File: config.mk
export PLATFORM = sky130hd
export DESIGN_NAME = morse_letter_decoder
export DESIGN_NICKNAME = d
export VERILOG_FILES = /design/src/rtl/morse_letter_decoder_pkg.sv /design/src/rtl/morse_letter_decoder_tick_gen.sv /design/src/rtl/morse_letter_decoder.sv
export SDC_FILE = /design/constraint.sdc
export NUM_CORES = 1
export LEC_CHECK = 0
export BUFFER_PORTS_ARGS = -buffer_cell sky130_fd_sc_hd__buf_2
export CAP_MARGIN = 30
export CORE_MARGIN = 4
export CORE_UTILIZATION = 30
export DETAILED_ROUTE_END_ITERATION = 6
export GPL_ROUTABILITY_DRIVEN = 0
export GPL_TIMING_DRIVEN = 0
export PLACE_DENSITY_LB_ADDON = 0.05
export SLEW_MARGIN = 0
export SYNTH_ARGS = -nofsm -noshare
export SYNTH_HDL_FRONTEND = slang
export SYNTH_SLANG_ARGS = --single-unit
File: constraint.sdc
create_clock -name CLOCK_50 -period 2.3 [get_ports CLOCK_50]
set_clock_uncertainty 0.2 [all_clocks]
set_input_delay 0 -clock CLOCK_50 [delete_from_list [all_inputs] [get_ports CLOCK_50]]
set_output_delay 0 -clock CLOCK_50 [all_outputs]
set_load 0.1 [all_outputs]
File: src/rtl/morse_letter_decoder_pkg.sv
// Shared Morse definitions for the I..P letter decoder: widths, letter codes,
// FSM states and the LSB-first pattern table also used by the transmitter.
package morse_pkg;

    localparam int unsigned PAT_W   = 13;
    localparam int unsigned END_GAP = 3;
    localparam int unsigned IDX_W   = $clog2(PAT_W + 1);
    localparam int unsigned ZR_W    = $clog2(END_GAP + 1);
    localparam int unsigned CODE_W  = 3;
    localparam int unsigned LEN_W   = 4;

    localparam logic [CODE_W-1:0] L_I = 3'd0;
    localparam logic [CODE_W-1:0] L_J = 3'd1;
    localparam logic [CODE_W-1:0] L_K = 3'd2;
    localparam logic [CODE_W-1:0] L_L = 3'd3;
    localparam logic [CODE_W-1:0] L_M = 3'd4;
    localparam logic [CODE_W-1:0] L_N = 3'd5;
    localparam logic [CODE_W-1:0] L_O = 3'd6;
    localparam logic [CODE_W-1:0] L_P = 3'd7;

    // First received unit sits in bit 0.
    localparam logic [PAT_W-1:0] PAT_I = 13'h0005;
    localparam logic [PAT_W-1:0] PAT_J = 13'h1DDD;
    localparam logic [PAT_W-1:0] PAT_K = 13'h01D7;
    localparam logic [PAT_W-1:0] PAT_L = 13'h015D;
    localparam logic [PAT_W-1:0] PAT_M = 13'h0077;
    localparam logic [PAT_W-1:0] PAT_N = 13'h0017;
    localparam logic [PAT_W-1:0] PAT_O = 13'h0777;
    localparam logic [PAT_W-1:0] PAT_P = 13'h05DD;

    typedef enum logic [2:0] {
        IDLE  = 3'd0,
        ALIGN = 3'd1,
        RUN   = 3'd2,
        FLUSH = 3'd3,
        DONE  = 3'd4
    } state_t;

    typedef struct packed {
        logic              hit;
        logic [CODE_W-1:0] code;
    } match_t;

    // Look up a received pattern in the letter table.
    function automatic match_t match_pattern(input logic [PAT_W-1:0] pat);
        match_t m;
        m.hit  = 1'b1;
        m.code = L_I;
        case (pat)
            PAT_I:   m.code = L_I;
            PAT_J:   m.code = L_J;
            PAT_K:   m.code = L_K;
            PAT_L:   m.code = L_L;
            PAT_M:   m.code = L_M;
            PAT_N:   m.code = L_N;
            PAT_O:   m.code = L_O;
            PAT_P:   m.code = L_P;
            default: m.hit  = 1'b0;
        endcase
        return m;
    endfunction

endpackage

File: src/rtl/morse_letter_decoder_tick_gen.sv
// Unit-rate sample strobe: loadable down-counter. A half-period load centres
// the first sample in its unit; every zero reloads a full period.
module morse_tick_gen
#(
    parameter int unsigned TICK_DIV = 25000000
)
(
    input  logic clk,
    input  logic rst_n,
    input  logic load_half,
    input  logic run,
    output logic tick_c
);

    localparam int unsigned DIV_W = $clog2(TICK_DIV);
    localparam int unsigned HALF  = TICK_DIV / 2 - 1;
    localparam int unsigned FULL  = TICK_DIV - 1;

    logic [DIV_W-1:0] cnt;

    // Count down while running; wrap reloads so the counter never underflows.
    always_ff @(posedge clk) begin
        if (!rst_n) begin
            cnt <= '0;
        end else if (load_half) begin
            cnt <= DIV_W'(HALF);
        end else if (run) begin
            if (cnt == '0) begin
                cnt <= DIV_W'(FULL);
            end else begin
                cnt <= cnt - DIV_W'(1);
            end
        end
    end

    assign tick_c = run && (cnt == '0);

endmodule

File: src/rtl/morse_letter_decoder.sv
// Morse letter decoder: re-samples the serial Morse stream at mid-unit,
// assembles an LSB-first pattern, detects the end-of-letter gap and matches
// against the I..P table. Optional macro MORSE_RAW_OUT_EN adds raw_pattern
// and raw_len debug outputs.
module morse_letter_decoder
    import morse_pkg::*;
#(
    parameter int unsigned TICK_DIV = 25000000
)
(
    input  logic                CLOCK_50,
    input  logic                KEY,
    input  logic                serial_in,
    output logic [CODE_W-1:0]   letter,
    output logic                letter_valid,
    output logic                err,
    output logic                busy
`ifdef MORSE_RAW_OUT_EN
    ,
    output logic [PAT_W-1:0]    raw_pattern,
    output logic [LEN_W-1:0]    raw_len
`endif
);

    state_t             state, state_nxt;
    logic               s_q;
    logic [PAT_W-1:0]   pattern, pattern_nxt;
    logic [IDX_W-1:0]   bit_idx, bit_idx_nxt;
    logic [ZR_W-1:0]    zero_run, zero_run_nxt;
    logic [CODE_W-1:0]  letter_nxt;
    logic               letter_valid_nxt;
    logic               err_nxt;
    logic               load_half_c;
    logic               run_c;
    logic               tick_c;
    match_t             match_c;
`ifdef MORSE_RAW_OUT_EN
    logic [PAT_W-1:0]   raw_pattern_nxt;
    logic [LEN_W-1:0]   raw_len_nxt;
`endif

    // Mid-unit sample strobe.
    morse_tick_gen #(
        .TICK_DIV (TICK_DIV)
    ) u_tick_gen (
        .clk       (CLOCK_50),
        .rst_n     (KEY),
        .load_half (load_half_c),
        .run       (run_c),
        .tick_c    (tick_c)
    );

    // State, datapath and registered outputs.
    always_ff @(posedge CLOCK_50) begin
        if (!KEY) begin
            state        <= IDLE;
            s_q          <= 1'b0;
            pattern      <= '0;
            bit_idx      <= '0;
            zero_run     <= '0;
            letter       <= '0;
            letter_valid <= 1'b0;
            err          <= 1'b0;
            busy         <= 1'b0;
`ifdef MORSE_RAW_OUT_EN
            raw_pattern  <= '0;
            raw_len      <= '0;
`endif
        end else begin
            state        <= state_nxt;
            s_q          <= serial_in;
            pattern      <= pattern_nxt;
            bit_idx      <= bit_idx_nxt;
            zero_run     <= zero_run_nxt;
            letter       <= letter_nxt;
            letter_valid <= letter_valid_nxt;
            err          <= err_nxt;
            busy         <= (state_nxt != IDLE);
`ifdef MORSE_RAW_OUT_EN
            raw_pattern  <= raw_pattern_nxt;
            raw_len      <= raw_len_nxt;
`endif
        end
    end

    // Next-state, sample assembly and end-of-letter decode.
    // The terminating zero sample never alters the pattern, so the table
    // lookup on the current pattern is final and the result is registered
    // on that same edge (visible during the DONE cycle).
    always_comb begin
        state_nxt        = state;
        pattern_nxt      = pattern;
        bit_idx_nxt      = bit_idx;
        zero_run_nxt     = zero_run;
        letter_nxt       = letter;
        letter_valid_nxt = 1'b0;
        err_nxt          = 1'b0;
        load_half_c      = 1'b0;
        run_c            = 1'b0;
        match_c          = match_pattern(pattern);
`ifdef MORSE_RAW_OUT_EN
        raw_pattern_nxt  = raw_pattern;
        raw_len_nxt      = raw_len;
`endif

        case (state)
            IDLE: begin
                if (s_q) begin
                    state_nxt    = ALIGN;
                    load_half_c  = 1'b1;
                    pattern_nxt  = '0;
                    bit_idx_nxt  = '0;
                    zero_run_nxt = '0;
                end
            end

            ALIGN, RUN, FLUSH: begin
                run_c = 1'b1;
                if (tick_c) begin
                    if (bit_idx < IDX_W'(PAT_W)) begin
                        bit_idx_nxt = bit_idx + IDX_W'(1);
                    end
                    if (s_q) begin
                        zero_run_nxt = '0;
                        if (bit_idx < IDX_W'(PAT_W)) begin
                            pattern_nxt = pattern | (PAT_W'(1) << bit_idx);
                            state_nxt   = (state == FLUSH) ? FLUSH : RUN;
                        end else begin
                            state_nxt   = FLUSH;
                        end
                    end else begin
                        zero_run_nxt = zero_run + ZR_W'(1);
                        if (state == ALIGN) begin
                            state_nxt = RUN;
                        end
                        if (zero_run_nxt == ZR_W'(END_GAP)) begin
                            if (state == FLUSH) begin
                                err_nxt   = 1'b1;
                                state_nxt = IDLE;
                            end else begin
                                state_nxt = DONE;
                                if (match_c.hit) begin
                                    letter_nxt       = match_c.code;
                                    letter_valid_nxt = 1'b1;
                                end else begin
                                    err_nxt          = 1'b1;
                                end
                            end
`ifdef MORSE_RAW_OUT_EN
                            raw_pattern_nxt = pattern;
                            raw_len_nxt     = LEN_W'(bit_idx_nxt - IDX_W'(END_GAP));
`endif
                        end
                    end
                end
            end

            DONE: begin
                state_nxt = IDLE;
            end

            default: begin
                state_nxt = IDLE;
            end
        endcase
    end

endmodule
==> results by group <==
Status
  • Status: finished with violations
  • Failing checks: negative setup slack

Worst setup path
  • Req. time, crit path: 2260 ps
  • CP arrival: between 2000 and 2500 ps
  • Most frequent cell on the critical path: or4_4
  • Crit-path cells: or4_4 -> or2_4 -> or4_4 -> o211ai_2 -> nand4_1
  • Startpoint Class: flip-flop
  • CP Capture Type: flip-flop
  • Worst-path cell with the longest stage delay: or4_4
  • Critical path peak fanout: 6
  • CP max stage delay: between 500 and 600 ps
  • Setup CP Type: reg -> reg

Finish
  • Ant diodes: 0
  • Syn-to-layout area delta: 26.1%
  • Util after Layout: 0.393
  • Final non-filler cell total: 488
  • Fill count: just over 1000
  • Share of cells above drive strength 1: 0.295
  • Final Cell Area: ~3700 sq um
  • Most frequent cells in the layout: dfxtp_1, nor2_1, buf_4
  • Most common cell after layout, fill and taps aside: dfxtp_1
  • Layout Nets: 370

Drt
  • Final ANT Viol Nets: 0
  • Residual DRC: 0
  • Via count: 2643
  • Initial DRC count: 90
  • Routed len/inst: roughly 17 um
  • DRT Pass-1 Iters: 4
  • Vias per cell: 5.42
  • Final wirelength: around 8300 um

GRT
  • Via count of the first global-routing pass: 2584
  • Antenna violations before repair: 0
  • Global-route wire length before repair: 13700 um
  • Total gr overflow: 0
  • Largest net degree at the start of global routing: 16
  • Tot GR Track Use: 0.148

Timing
  • Final setup fails: 24
  • Final Cycle Share: 1.06
  • Fmax: 411 MHz
  • Worst-Margin Slew: between 600 and 700 ps
  • RSZ-0062 raised after global routing: true
  • Max-slew headroom: 0.598
  • Worst setup margin: -134 ps
  • Final slew viol count: 0
  • Fin Setup TNS: -1720 ps
  • Fin. Hold Viols: 0
  • Min cycle time layout: 2430 ps

Power and ir drop
  • Switch Pwr: between 0.6 and 0.7 mW
  • Switching part of the total: 0.322
  • Internal Pwr Total: 1.47 mW
  • Sequential Power Share: 0.487
  • Design Power: 2.17 mW
  • Power per Cell Area: roughly 600 nW/um^2
  • Clock share of power: 0.259
  • Logic pwr share: 0.254
  • Maximum VDD drop: 0.341 mV
  • Leakage: 1.26 nW

Synthesis
  • Post-synth ARST share: 0
  • Cell count after synthesis: 322
  • Mapped Avg Cell Area: 9.06 sq um
  • Ys Warns: 0
  • Netlist Area Pre-Place: 2920 sq um
  • Prevailing post-synth register cell: dfxtp_1
  • Seq/Total Area, Yosys: 0.370
  • Post-synthesis cell type count: 67
  • Post-synth EDFFs: 0
  • Register bit total from synthesis: 54
  • Post-synthesis net count: around 330

Clock network
  • Worst-path clk slew: approximately 100 ps
  • Clk sinks: 54
  • H-tree Lvls: 2
  • CTS Buffer Depth: 2
  • Clk Latency, worst-skew pair: 300 ps
  • CTS tree: built
  • Num CTS Buffers: 5
  • Clock root buffer: clkbuf_8

Floorplan
  • Core Box Area: 9370 sq um
  • IO Pins: 9
  • Die height: 107 um
  • Die W: 107 um
  • Die ar.: about 11000 sq um
  • Initial cell density of the core: 0.311
  • Placement Rows: 35

Place
  • HPWL after detailed placement: 5870 um
  • Post-DP Area: roughly 3100 sq um
  • Number of port buffers: 8
  • Total instance count after detailed placement: 460

Run
  • Max Cap Viol: 0

Min path
  • Worst Hold Class: in -> reg
-- cells by family after synthesis --
group                      share of synthesized area
and+or+nand+nor                                0.316
AOI/OAI and AO/OA                              0.172
DFF                                            0.370
xor gates and xnor gates                      0.0600
buffers and inverters                         0.0360
muxes                                        0.00686
adders and majority gates                     0.0386
-- critical path, delay by kind of cell, from the launching register on --
family	cells	cell delay, ps
flops	1	350
compound gates	1	200
simple gates	4	1540
-- state kept, by name, summed over array words and instances, names as in the netlist --
| register | flops |
|---|---|
| bit_idx | 4 |
| busy | 1 |
| err | 1 |
| letter | 3 |
| letter_valid | 1 |
| pattern | 13 |
| s_q | 1 |
| state | 3 |
| u_tick_gen.cnt | 25 |
| zero_run | 2 |
-- cells in the mapped netlist (5+ instances only) --
master | number | area (sq um)
inv_1 | 10 | 37.5
nand3b_1 | 7 | 52.6
o21ai_0 | 5 | 25.0
dfxtp_1 | 54 | 1080
clkbuf_1 | 10 | 37.5
nor4_1 | 16 | 100
nor3_1 | 19 | 95.1
or4_1 | 6 | 45.0
a21oi_1 | 17 | 85.1
ha_1 | 9 | 113
xor2_1 | 9 | 78.8
nor2_1 | 26 | 97.6
nand4_1 | 8 | 50.1
a41oi_1 | 5 | 43.8
xnor2_1 | 11 | 96.3
or3_1 | 5 | 31.3
a22o_1 | 8 | 70.1
nand2_1 | 16 | 60.1
-- area by class of cell --
| class | count | area, sq um | share of cell area |
|---|---|---|---|
| Buffer | 10 | 47.5 | 0.0129 |
| Clock buffer | 7 | 86.3 | 0.0235 |
| Clock inverter | 1 | 5.00 | 0.00136 |
| Inverter | 11 | 46.3 | 0.0126 |
| Multi-Input combinational cell | 243 | 2000 | 0.543 |
| Sequential cell | 54 | 1090 | 0.297 |
| Tap cell | 129 | 161 | 0.0439 |
| Timing Repair Buffer | 33 | 241 | 0.0656 |
-- worst paths after layout --
| kind | to | cells after the start | slack [ps] | startpoint |
|---|---|---|---|---|
| max | busy$_SDFF_PN0_ | 5 | -130 | u_tick_gen.cnt[4]$_SDFFE_PN0P_ |
| min | s_q$_SDFF_PN0_ | 3 | 250 | serial_in |
| max reg2reg | busy$_SDFF_PN0_ | 5 | -130 | u_tick_gen.cnt[4]$_SDFFE_PN0P_ |
| min reg2reg | letter[0]$_SDFFE_PN0P_ | 2 | 260 | letter[0]$_SDFFE_PN0P_ |
-- power by group through the flow --
| stage | Sequential, mW | Combinational, mW | Clock (mW) |
|---|---|---|---|
| global placement | 1.06 | 0.394 | 0 |
| global route | 1.06 | 0.602 | 0.616 |
| CTS | 1.05 | 0.504 | 0.592 |
| finish | 1.05 | 0.551 | 0.560 |
| detailed placement | 1.06 | 0.394 | 0 |
| floorplan | 1.06 | 0.290 | 0 |
-- metrics by stage --
stage          setup slack [ps]  hold WS (ps)
2_1_floorplan             -70.5         -72.7
3_3_place_gp               -650          11.9
3_5_place_dp               -562          9.71
4_1_cts                    -158           250
5_1_grt                    -207           263
6_report                   -134           248
-- layer usage --
layer | GRT usage | vias up | share of wire
li1 | - | 1296 | -
met1 | 0.217 | 1294 | 0.52
met2 | 0.235 | 51 | 0.44
met3 | 0.0229 | 2 | 0.033
met4 | 0.0192 | 0 | 0.0042
met5 | 0 | - | 0
-- repair_timing --
item                                    in CTS  in global routing
hold buffers                                 2                  0
hold endpoints to repair                     5                  0
pin swaps                                   32                 14
buffers inserted                            15                  7
gates resized for setup                     44                 19
endpoints found under the setup margin      53                 50
Note: power is estimated with default switching activity, not from simulation.
